`src/rtl/rom_boot_copier.sv`:
```
// rtl/rom_boot_copier.sv - boot-time ROM-to-RAM block copier that holds the core until the copy is done
// Optional running checksum of accepted words: define BOOT_COPY_CHECKSUM_EN.
module rom_boot_copier #(
   parameter int unsigned SIZE_WORDS     = 2**13,
   parameter int unsigned ROM_ADDR_WIDTH = $clog2(4*SIZE_WORDS),
   parameter int unsigned COPY_WORDS     = 256,
   parameter int unsigned SRC_BASE       = 0,
   parameter logic [31:0] DEST_BASE      = 32'h0
) (
   input  logic                      clk,
   input  logic                      rst,
   input  logic                      start,
   output logic [ROM_ADDR_WIDTH-1:0] rom_addr,
   input  logic [31:0]               rom_rdata,
   output logic                      ram_valid,
   input  logic                      ram_ready,
   output logic [31:0]               ram_addr,
   output logic [31:0]               ram_wdata,
   output logic                      busy,
   output logic                      done,
   output logic                      cpu_hold,
   output logic [31:0]               checksum
);

   localparam int unsigned COUNT = (COPY_WORDS < SIZE_WORDS) ? COPY_WORDS : SIZE_WORDS;
   localparam int unsigned IDX_W = (COPY_WORDS < 1) ? 1 : $clog2(COPY_WORDS + 1);
   localparam logic [IDX_W-1:0] LAST_IDX = IDX_W'(COUNT - 1);

   typedef enum logic [1:0] {IDLE, READ, WRITE, DONE} state_t;

   state_t            state, state_nxt;
   logic [IDX_W-1:0]  idx;
   logic [31:0]       data_q;
   logic [31:0]       idx_bytes;

   always_ff @(posedge clk) begin
      if (rst) begin
         state  <= IDLE;
         idx    <= '0;
         data_q <= '0;
      end else begin
         state <= state_nxt;
         if (state == READ)
            data_q <= rom_rdata;
         if (state == WRITE && ram_ready && idx != LAST_IDX)
            idx <= idx + IDX_W'(1);
      end
   end

   always_comb begin
      state_nxt = state;
      ram_valid = 1'b0;
      busy      = 1'b0;
      case (state)
         IDLE: begin
            if (start)
               state_nxt = (COUNT == 0) ? DONE : READ;
         end
         READ: begin
            busy      = 1'b1;
            state_nxt = WRITE;
         end
         WRITE: begin
            busy      = 1'b1;
            ram_valid = 1'b1;
            if (ram_ready)
               state_nxt = (idx == LAST_IDX) ? DONE : READ;
         end
         DONE: state_nxt = DONE;
         default: state_nxt = IDLE;
      endcase
   end

   // Addresses derive from idx alone, so they stay put during RAM backpressure.
   assign idx_bytes = 32'(idx) << 2;
   assign rom_addr  = ROM_ADDR_WIDTH'(SRC_BASE + idx_bytes);
   assign ram_addr  = DEST_BASE + idx_bytes;
   assign ram_wdata = data_q;
   assign done      = (state == DONE);
   assign cpu_hold  = (state != DONE);

`ifdef BOOT_COPY_CHECKSUM_EN
   logic [31:0] sum_q;

   always_ff @(posedge clk) begin
      if (rst)
         sum_q <= '0;
      else if (ram_valid && ram_ready)
         sum_q <= sum_q + data_q;
   end

   assign checksum = sum_q;
`else
   assign checksum = 32'h0;
`endif

endmodule

```
`config.mk`:
```
export PLATFORM = sky130hd
export DESIGN_NAME = rom_boot_copier
export DESIGN_NICKNAME = d
export VERILOG_FILES = /design/src/rtl/rom_boot_copier.sv
export SDC_FILE = /design/constraint.sdc
export NUM_CORES = 1
export LEC_CHECK = 0
export BUFFER_PORTS_ARGS = -buffer_cell sky130_fd_sc_hd__buf_4
export CORE_MARGIN = 4
export CORE_UTILIZATION = 35
export CTS_BUF_LIST = sky130_fd_sc_hd__clkbuf_2
export CTS_CLUSTER_SIZE = 30
export DETAILED_ROUTE_END_ITERATION = 6
export PLACE_DENSITY = 0.75
export SYNTH_ARGS = -nofsm -noshare
export SYNTH_HDL_FRONTEND = slang
export SYNTH_SLANG_ARGS = --single-unit
```
`constraint.sdc`:
```
create_clock -name clk -period 1.7 [get_ports clk]
set_input_delay 0.34 -clock clk [delete_from_list [all_inputs] [get_ports clk]]
set_output_delay 0.34 -clock clk [all_outputs]
set_load 0.01 [all_outputs]
```
Yosys cells after proc, flatten, opt, wreduce, memory -nomap -nowiden
Cells that the tools add are included.

word-level totals
  register bits after elaboration = 43
  output and inout bits = 115
  word-level logic and storage cells = 23
  input port bits = 36

operators by class
  $add $sub $neg = 1
  equal/unequal tests = 8
  reduce and logical (&&, ||, !) cells = 5
  muxes and demuxes = 6

operators with widths
  cell                 number
  $add 9x1->9 const B  1
  $eq 9x8->1 const B   1
  $ne 9x8->1 const B   1
  $pmux 2 s4           1
  $mux 2               3
  $ne 2x2->1 const B   3
  $eq 2x2->1 const B   2
  $eq 2x1->1 const B   1
  $logic_and 1x1->1    2
  $logic_not 2->1      1
  $mux 1               2
  $reduce_and 2->1     1
  $reduce_or 2->1      1

Longest topological paths before layout
Gate-level depths: netlist (run 1).

  word-level depth = 4
  depth in mapped cells = 8
  mapped depth without buffers = 7

Worst setup path before layout (run 1)
Ideal clock, no wire load.

  kind = register to register
  start = reg idx[0]
  end = reg idx[4]
  data required time = 1630 ps
  stages on the path, launching flop included = 9
  setup time = 70 ps
  path buffers = 1
  slack = -26 ps
  period minus slack after synthesis = 1726 ps
  arrival time = 1656 ps
  cells stage by stage = dfxtp_1 -> ha_1 -> nand3_1 -> nor2_1 -> ha_1 -> nand3b_4 -> buf_6 -> or3_1 -> a21oi_1

between the ends
  longest elaborated chain between the ends = 2
  elaborated cells between the ends (all ways) = 3
  those cells by class = add/sub: 1; eq/ne: 1; reduce/logical: 1

ends and longest elaborated chain
  item                                                 line  RTL
  from (decl)                                          32    logic [IDX_W-1:0] idx;
  from (signal assigned)                               46    idx <= idx + IDX_W'(1);
  branches (longest 2 deep; another with $add 9x1->9)  n/a

Several ways; the timed one is not identified.
A chain may end at the register's enable or synchronous reset.

Final worst setup path (run 1)
  start = reg idx[0]
  end = reg idx[5]

The elaborated chain is that of the path after synthesis.

==> insert_results.sql, run 1 <==
INSERT INTO impl_metrics (metric_group, metric, value, unit) VALUES
('worst_setup_path', 'signal_arrival_time_at_the_worst_endpoint', '2.05', 'ns'),
('drt', 'antenna_left', '0', ''),
('job', 'max_cap_violations', '0', ''),
('pwr', 'power_switching_share', '32.7', '%'),
('grt', 'total_grt_overflow', '0', ''),
('grt', 'grt_pass1_vias', '1681', ''),
('logic_synthesis', 'synth_top_cell_by_area', 'sky130_fd_sc_hd__dfxtp_1', ''),
('finish', 'layout_commonest_cell', 'sky130_fd_sc_hd__buf_4', ''),
('worst_setup_path', 'reg2reg_from', 'idx[0]', ''),
('drt', 'routed_wirelength', '4930', 'um'),
('timing', 'finalWorstSetupSlack', '0.00285', 'ns'),
('finish', 'n_antenna_cell', '0', ''),
('drt', 'drt_first_pass_iters', '4', ''),
('grt', 'grt_max_degree', '44', ''),
('timing', 'fmax', '589', 'MHz'),
('grt', 'gr-usage-all-layers', '12.1', '%'),
('pwr', 'switchingPower', '0.746', 'mW'),
('timing', 'final-max-slew-violation-count', '0', ''),
('clock_tree', 'clkSlewWorstSetupHoldPaths', '0.24', 'ns'),
('pwr', 'seqPwrFrac', '50.4', '%'),
('pwr', 'p_comb_share', '29.6', '%'),
('placement', 'final_weighted_congestion_in_routability_driven_placement', '0.706', ''),
('logic_synthesis', 'synth.avg_cell_area', '9.42', 'um2'),
('pwr', 'power_density', '787', 'nW/um2'),
('floorplan', 'die_w', '88.4', 'um'),
('worst_setup_path', 'worstReg2RegEnd', 'idx[5]', ''),
('outcome', 'status', 'finished, final reports clean', ''),
('logic_synthesis', 'mappedNetlistArea', '2260', 'um2'),
('finish', 'post_route_cells_drive_above_1_share', '38.9', '%'),
('worst_setup_path', 'startpoint_type', 'flop', ''),
('hold_path', 'worst_hold_path_type', 'in -> reg', ''),
('logic_synthesis', 'synth.ff_latch_count', '43', ''),
('timing', 'setup_total_negative_slack', '0', 'ns'),
('drt', 'detail_route.iter0.violations', '21', ''),
('timing', 'grt_setup_unrepaired', 'true', ''),
('finish', 'layout_common_cells', 'sky130_fd_sc_hd__buf_4, sky130_fd_sc_hd__conb_1, sky130_fd_sc_hd__dfxtp_1, sky130_fd_sc_hd__nor2_1, sky130_fd_sc_hd__mux2i_1', ''),
('clock_tree', 'clock-sinks', '43', ''),
('worst_setup_path', 'timing.critical_path.required', '2.05', 'ns'),
('clock_tree', 'ctsHtreeMaxLevel', '2', ''),
('floorplan', 'floorplan.initialDensity', '35.8', '%'),
('worst_setup_path', 'critPathSlowestCell', 'sky130_fd_sc_hd__or4_1', ''),
('pwr', 'power_leakage', '1.45', 'nW'),
('pwr', 'vdd_ir_drop_max', '510', 'uV'),
('timing', 'timing.final.setup_violations', '0', ''),
('pwr', 'p_clk_share', '19.9', '%'),
('worst_setup_path', 'endpoint', 'idx[5]', ''),
('logic_synthesis', 'synth_cell_types', '25', ''),
('logic_synthesis', 'synth_cells', '240', ''),
('hold_path', 'timing.hold.worst_path_depth', '3', ''),
('placement', 'dp.cells', '397', ''),
('clock_tree', 'tritoncts.num_buffers', '5', ''),
('worst_setup_path', 'timing.critical_path.slowest_cell_delay', '0.52', 'ns'),
('logic_synthesis', 'synth_warnings', '0', ''),
('finish', 'final_cell_count_without_fillers', '409', ''),
('clock_tree', 'cts.path.max_buffers', '2', ''),
('clock_tree', 'clk_latency', '0.40', 'ns'),
('clock_tree', 'clk_root_buffer_cell', 'sky130_fd_sc_hd__clkbuf_2', ''),
('placement', 'dp_slack', '-0.0138', 'ns'),
('drt', 'drc', '0', ''),
('grt', 'grt_pass1_wl', '7460', 'um'),
('finish', 'syn2layout_area_growth', '28.5', '%'),
('finish', 'final_nets', '373', ''),
('logic_synthesis', 'yosysSeqAreaShare', '38.1', '%'),
('timing', 'whs', '0.143', 'ns'),
('worst_setup_path', 'worst-path-max-fanout', '5', ''),
('logic_synthesis', 'netlist_top_cells_area', 'sky130_fd_sc_hd__dfxtp_1, sky130_fd_sc_hd__buf_4, sky130_fd_sc_hd__mux2i_1', ''),
('timing', 'min_period_over_period', '99.8', '%'),
('worst_setup_path', 'endpoint_kind', 'flop', ''),
('floorplan', 'die_area', '7810', 'um2'),
('floorplan', 'die_height', '88.4', 'um'),
('clock_tree', 'cts_tree', 'yes', '');
final cells by class:
type                       count  area (um2)
clock buffer                   5        25.0
tap                           77        96.3
multi-input combinational    174        1090
inverter                       4        15.0
sequential                    43         868
fill                         593        3410
clock inverter                 3        20.0
timing repair buffer         103         786
stage by stage:
step / util (%) / power, mW / area (um2)
after floorplan: - / 1.65 / 2490
after global placement: 43.6 / 1.80 / 2760
after detailed placement: 43.6 / 1.82 / 2760
after CTS: 44.9 / 2.30 / 2840
after global routing: 46.0 / 2.45 / 2900
final: 46.0 / 2.28 / 2900
layer usage:
layer | part of all wire (%) | track usage, %
met4 | 1.5 | 5.36
met2 | 47 | 19.6
met1 | 39 | 14.2
met3 | 13 | 4.66
met5 | 0 | 0
cell families after synthesis:
| kind of cell | synth area share (%) |
|---|---|
| buffers and inverters | 27.0 |
| AND/OR/NAND/NOR | 12.0 |
| flip-flops | 38.1 |
| multiplexers | 14.6 |
| AO/OA/AOI/OAI | 4.10 |
| adder cells (fa/ha/maj) | 3.32 |
| XOR/XNOR | 0.775 |
| other | 0.166 |
power by group through the flow:
stage / logic, mW / registers, mW / clock network, mW
2_1_floorplan: 0.453 / 1.20 / 0
3_3_place_gp: 0.641 / 1.16 / 0
3_5_place_dp: 0.650 / 1.17 / 0
4_1_cts: 0.665 / 1.15 / 0.489
5_1_grt: 0.751 / 1.17 / 0.532
6_report: 0.677 / 1.15 / 0.455
timing repair:
| action | 4_1_cts | 5_1_grt |
|---|---|---|
| resized for setup | 5 | 12 |
| hold endpoints to repair | 0 | 0 |
| pin swaps | 0 | 4 |
| setup buffers | 2 | 1 |
| endpoints found under the setup margin | 5 | 7 |
| gates cloned | 1 | 0 |
worst min-delay path by stage:
stage	start	to	slack, ns
after floorplan	state[1]	state[1]	0.48
after global placement	ram_wdata[15]	ram_wdata[15]	0.47
after detailed placement	ram_wdata[21]	ram_wdata[21]	0.48
after CTS	rom_rdata[18]	ram_wdata[18]	0.11
after global routing	rom_rdata[27]	ram_wdata[27]	0.08
final	rom_rdata[9]	ram_wdata[9]	0.14
synthesized netlist by cell type:
master                     count
sky130_fd_sc_hd__a21o_1        1
sky130_fd_sc_hd__a21oi_1       8
sky130_fd_sc_hd__buf_2         3
sky130_fd_sc_hd__buf_4        70
sky130_fd_sc_hd__buf_6         1
sky130_fd_sc_hd__clkbuf_1      4
sky130_fd_sc_hd__clkbuf_8      2
sky130_fd_sc_hd__conb_1        1
sky130_fd_sc_hd__dfxtp_1      43
sky130_fd_sc_hd__ha_1          6
sky130_fd_sc_hd__inv_1         4
sky130_fd_sc_hd__mux2i_1      33
sky130_fd_sc_hd__nand2_1       3
sky130_fd_sc_hd__nand3_1       3
sky130_fd_sc_hd__nand3b_4      1
sky130_fd_sc_hd__nand4_2       1
sky130_fd_sc_hd__nand4b_1      1
sky130_fd_sc_hd__nor2_1       36
sky130_fd_sc_hd__nor2b_1       2
sky130_fd_sc_hd__o21ai_0       3
sky130_fd_sc_hd__o31ai_1       4
sky130_fd_sc_hd__or2_2         1
sky130_fd_sc_hd__or3_1         3
sky130_fd_sc_hd__or4_1         4
sky130_fd_sc_hd__xor2_1        2
worst max-delay path: cells and delay by family (launching register included):
family	cells	cell delay (ns)
flops	1	0.39
simple gates	4	0.81
fa+ha+maj	2	0.34
compound gates	1	0.13
flip-flops by register name (all words and copies together), names as in the netlist:
signal / count
state: 2
idx: 9
ram_wdata: 32
(Power assumes the default switching activity.)
==> run 2, diff against run 1 <==
--- a/config.mk
+++ b/config.mk
@@ -6,12 +6,14 @@
 export NUM_CORES = 1
 export LEC_CHECK = 0
 export BUFFER_PORTS_ARGS = -buffer_cell sky130_fd_sc_hd__buf_4
+export CAP_MARGIN = 20
 export CORE_MARGIN = 4
 export CORE_UTILIZATION = 35
 export CTS_BUF_LIST = sky130_fd_sc_hd__clkbuf_2
 export CTS_CLUSTER_SIZE = 30
 export DETAILED_ROUTE_END_ITERATION = 6
-export PLACE_DENSITY = 0.75
+export GPL_ROUTABILITY_DRIVEN = 1
+export PLACE_DENSITY_LB_ADDON = 0.12
 export SYNTH_ARGS = -nofsm -noshare
 export SYNTH_HDL_FRONTEND = slang
 export SYNTH_SLANG_ARGS = --single-unit
==> run 2 against run 1 <==
Wire length is 3.4% lower. Highest routed layer unchanged. Fmax is 0.68% higher. Non-clock buffer count is 2 lower. Setup slack better by 0.011 ns. Via count is 1.7% lower.
==> insert_results.sql, run 2 (synthesis gave the netlist of run 1 again) <==
INSERT INTO impl_metrics (metric_group, metric, value, unit) VALUES
('worst_setup_path', 'critPathLaunch', 'idx[1]', ''),
('timing', 'grt_setup_unrepaired', 'true', ''),
('grt', 'grt_pass1_wl', '7140', 'um'),
('clock_tree', 'clkSlewWorstSetupHoldPaths', '0.23', 'ns'),
('clock_tree', 'cts.path.max_buffers', '2', ''),
('finish', 'layout_commonest_cell', 'sky130_fd_sc_hd__buf_4', ''),
('floorplan', 'die_w', '88.4', 'um'),
('worst_setup_path', 'reg2reg_from', 'idx[1]', ''),
('clock_tree', 'cts_tree', 'yes', ''),
('finish', 'syn2layout_area_growth', '27.7', '%'),
('floorplan', 'die_height', '88.4', 'um'),
('drt', 'detail_route.iter0.violations', '33', ''),
('clock_tree', 'clk_latency', '0.41', 'ns'),
('worst_setup_path', 'endpoint_kind', 'flop', ''),
('timing', 'report.final.hold_viol_count', '0', ''),
('pwr', 'fin_total_pwr', '2.27', 'mW'),
('placement', 'post_dp_cell_area', '2780', 'um2'),
('drt', 'routed_wirelength', '4760', 'um'),
('clock_tree', 'clk_root_buffer_cell', 'sky130_fd_sc_hd__clkbuf_2', ''),
('job', 'max_cap_violations', '0', ''),
('clock_tree', 'clock-sinks', '43', ''),
('timing', 'setup_total_negative_slack', '0', 'ns'),
('pwr', 'vdd_ir_drop_max', '429', 'uV'),
('worst_setup_path', 'timing.critical_path.required', '2.06', 'ns'),
('floorplan', 'die_area', '7810', 'um2'),
('placement', 'dp.cells', '398', ''),
('timing', 'min_period_over_period', '99.2', '%'),
('finish', 'final_cell_count_without_fillers', '407', ''),
('drt', 'drc', '0', ''),
('grt', 'grt_max_degree', '44', ''),
('finish', 'final_cell_area', '2890', 'um2'),
('timing', 'whs', '0.143', 'ns'),
('clock_tree', 'cts_setup_buffers', '0', ''),
('placement', 'port_buffers', '89', ''),
('clock_tree', 'ctsHtreeMaxLevel', '2', ''),
('worst_setup_path', 'signal_arrival_time_at_the_worst_endpoint', '2.05', 'ns'),
('drt', 'drt_first_pass_iters', '4', ''),
('hold_path', 'startpoint_of_the_worst_hold_path', 'rom_rdata[14]', ''),
('clock_tree', 'tritoncts.num_buffers', '5', ''),
('timing', 'timing.final.setup_violations', '0', ''),
('worst_setup_path', 'category_of_the_critical_setup_timing_path', 'reg -> reg', ''),
('grt', 'total_grt_overflow', '0', ''),
('floorplan', 'core_region_area', '6310', 'um2'),
('grt', 'grt_antenna_before_repair', '0', ''),
('drt', 'via_count', '1714', ''),
('floorplan', 'floorplan.initialDensity', '35.8', '%'),
('timing', 'clock-skew-final', '0.0266', 'ns'),
('placement', 'dpl.hpwl', '3470', 'um'),
('finish', 'final_nets', '371', ''),
('drt', 'antenna_left', '0', ''),
('outcome', 'status', 'finished, final reports clean', ''),
('floorplan', 'std_cell_rows', '29', ''),
('pwr', 'power_density', '786', 'nW/um2'),
('finish', 'largest_register_ff_count', '32', ''),
('pwr', 'power_leakage', '1.42', 'nW'),
('timing', 'final-max-slew-violation-count', '0', ''),
('worst_setup_path', 'worst-path-max-fanout', '5', ''),
('finish', 'n_antenna_cell', '0', ''),
('drt', 'post_drt_wl_per_cell', '11.7', 'um'),
('timing', 'fin_crit', '1.69', 'ns'),
('placement', 'final_weighted_congestion_in_routability_driven_placement', '0.732', ''),
('hold_path', 'worst_hold_path_type', 'in -> reg', ''),
('drt', 'routed_via_density', '4.21', ''),
('worst_setup_path', 'startpoint_type', 'flop', ''),
('finish', 'post_route_cells_drive_above_1_share', '37.9', '%'),
('timing', 'fmax', '593', 'MHz'),
('finish', 'layout_common_cells', 'sky130_fd_sc_hd__buf_4, sky130_fd_sc_hd__conb_1, sky130_fd_sc_hd__dfxtp_1, sky130_fd_sc_hd__nor2_1, sky130_fd_sc_hd__mux2i_1', ''),
('grt', 'grt_pass1_vias', '1497', ''),
('clock_tree', 'cts.hold.buffers_added', '0', ''),
('grt', 'gr-usage-all-layers', '11.7', '%'),
('floorplan', 'i_o_pins', '151', '');
-- run 2: layer usage --
| metal | vias to the layer above | GRT usage, % | part of all wire [%] |
|---|---|---|---|
| met5 | - | 0 | 0 |
| met4 | 0 | 4.12 | 1.2 |
| met3 | 7 | 4.84 | 12 |
| met2 | 84 | 18.6 | 47 |
| met1 | 782 | 14.2 | 40 |
| li1 | 841 | - | - |
-- run 2: where the power goes --
group          switching [mW]  internal [mW]  total, mW
clock                   0.345         0.0989      0.444
combinational           0.334          0.339      0.674
sequential             0.0515           1.10       1.15
-- run 2: critical path, cell delays in order, from the launching register on --
cell	delay, ns
sky130_fd_sc_hd__dfxtp_2	0.39
sky130_fd_sc_hd__ha_4	0.16
sky130_fd_sc_hd__nand3_2	0.07
sky130_fd_sc_hd__nor2_2	0.04
sky130_fd_sc_hd__ha_2	0.18
sky130_fd_sc_hd__nand3b_4	0.18
sky130_fd_sc_hd__or4_1	0.51
sky130_fd_sc_hd__a21oi_1	0.12
-- run 2: final cells by class --
type / instances / area (um2)
fill: 636 / 3430
multi-input combinational: 174 / 1080
sequential: 43 / 871
timing repair buffer: 101 / 783
tap: 77 / 96.3
clock buffer: 5 / 25.0
clock inverter: 3 / 20.0
inverter: 4 / 15.0
-- run 2: metrics by stage --
| step | util, % | worst slack (ns) |
|---|---|---|
| 2_1_floorplan | - | 0.00501 |
| 3_3_place_gp | 44.0 | 0.0321 |
| 3_5_place_dp | 44.0 | 0.00871 |
| 4_1_cts | 45.0 | 0.00869 |
| 5_1_grt | 45.7 | -0.0615 |
| 6_report | 45.7 | 0.0143 |
-- run 2: path summary, 6_finish.rpt --
check | cells past startpoint | to | slack [ns]
worst min register to register | 2 | ram_wdata[22] | 0.53
worst max register to register | 7 | idx[6] | 0.01
worst max-delay path | 7 | idx[6] | 0.01
worst min-delay path | 3 | ram_wdata[14] | 0.14
-- run 2: what timing repair did --
item,in CTS,in global routing
gates resized for setup,5,10
endpoints found under the setup margin,5,6
pin swaps,1,6
cloned,1,0
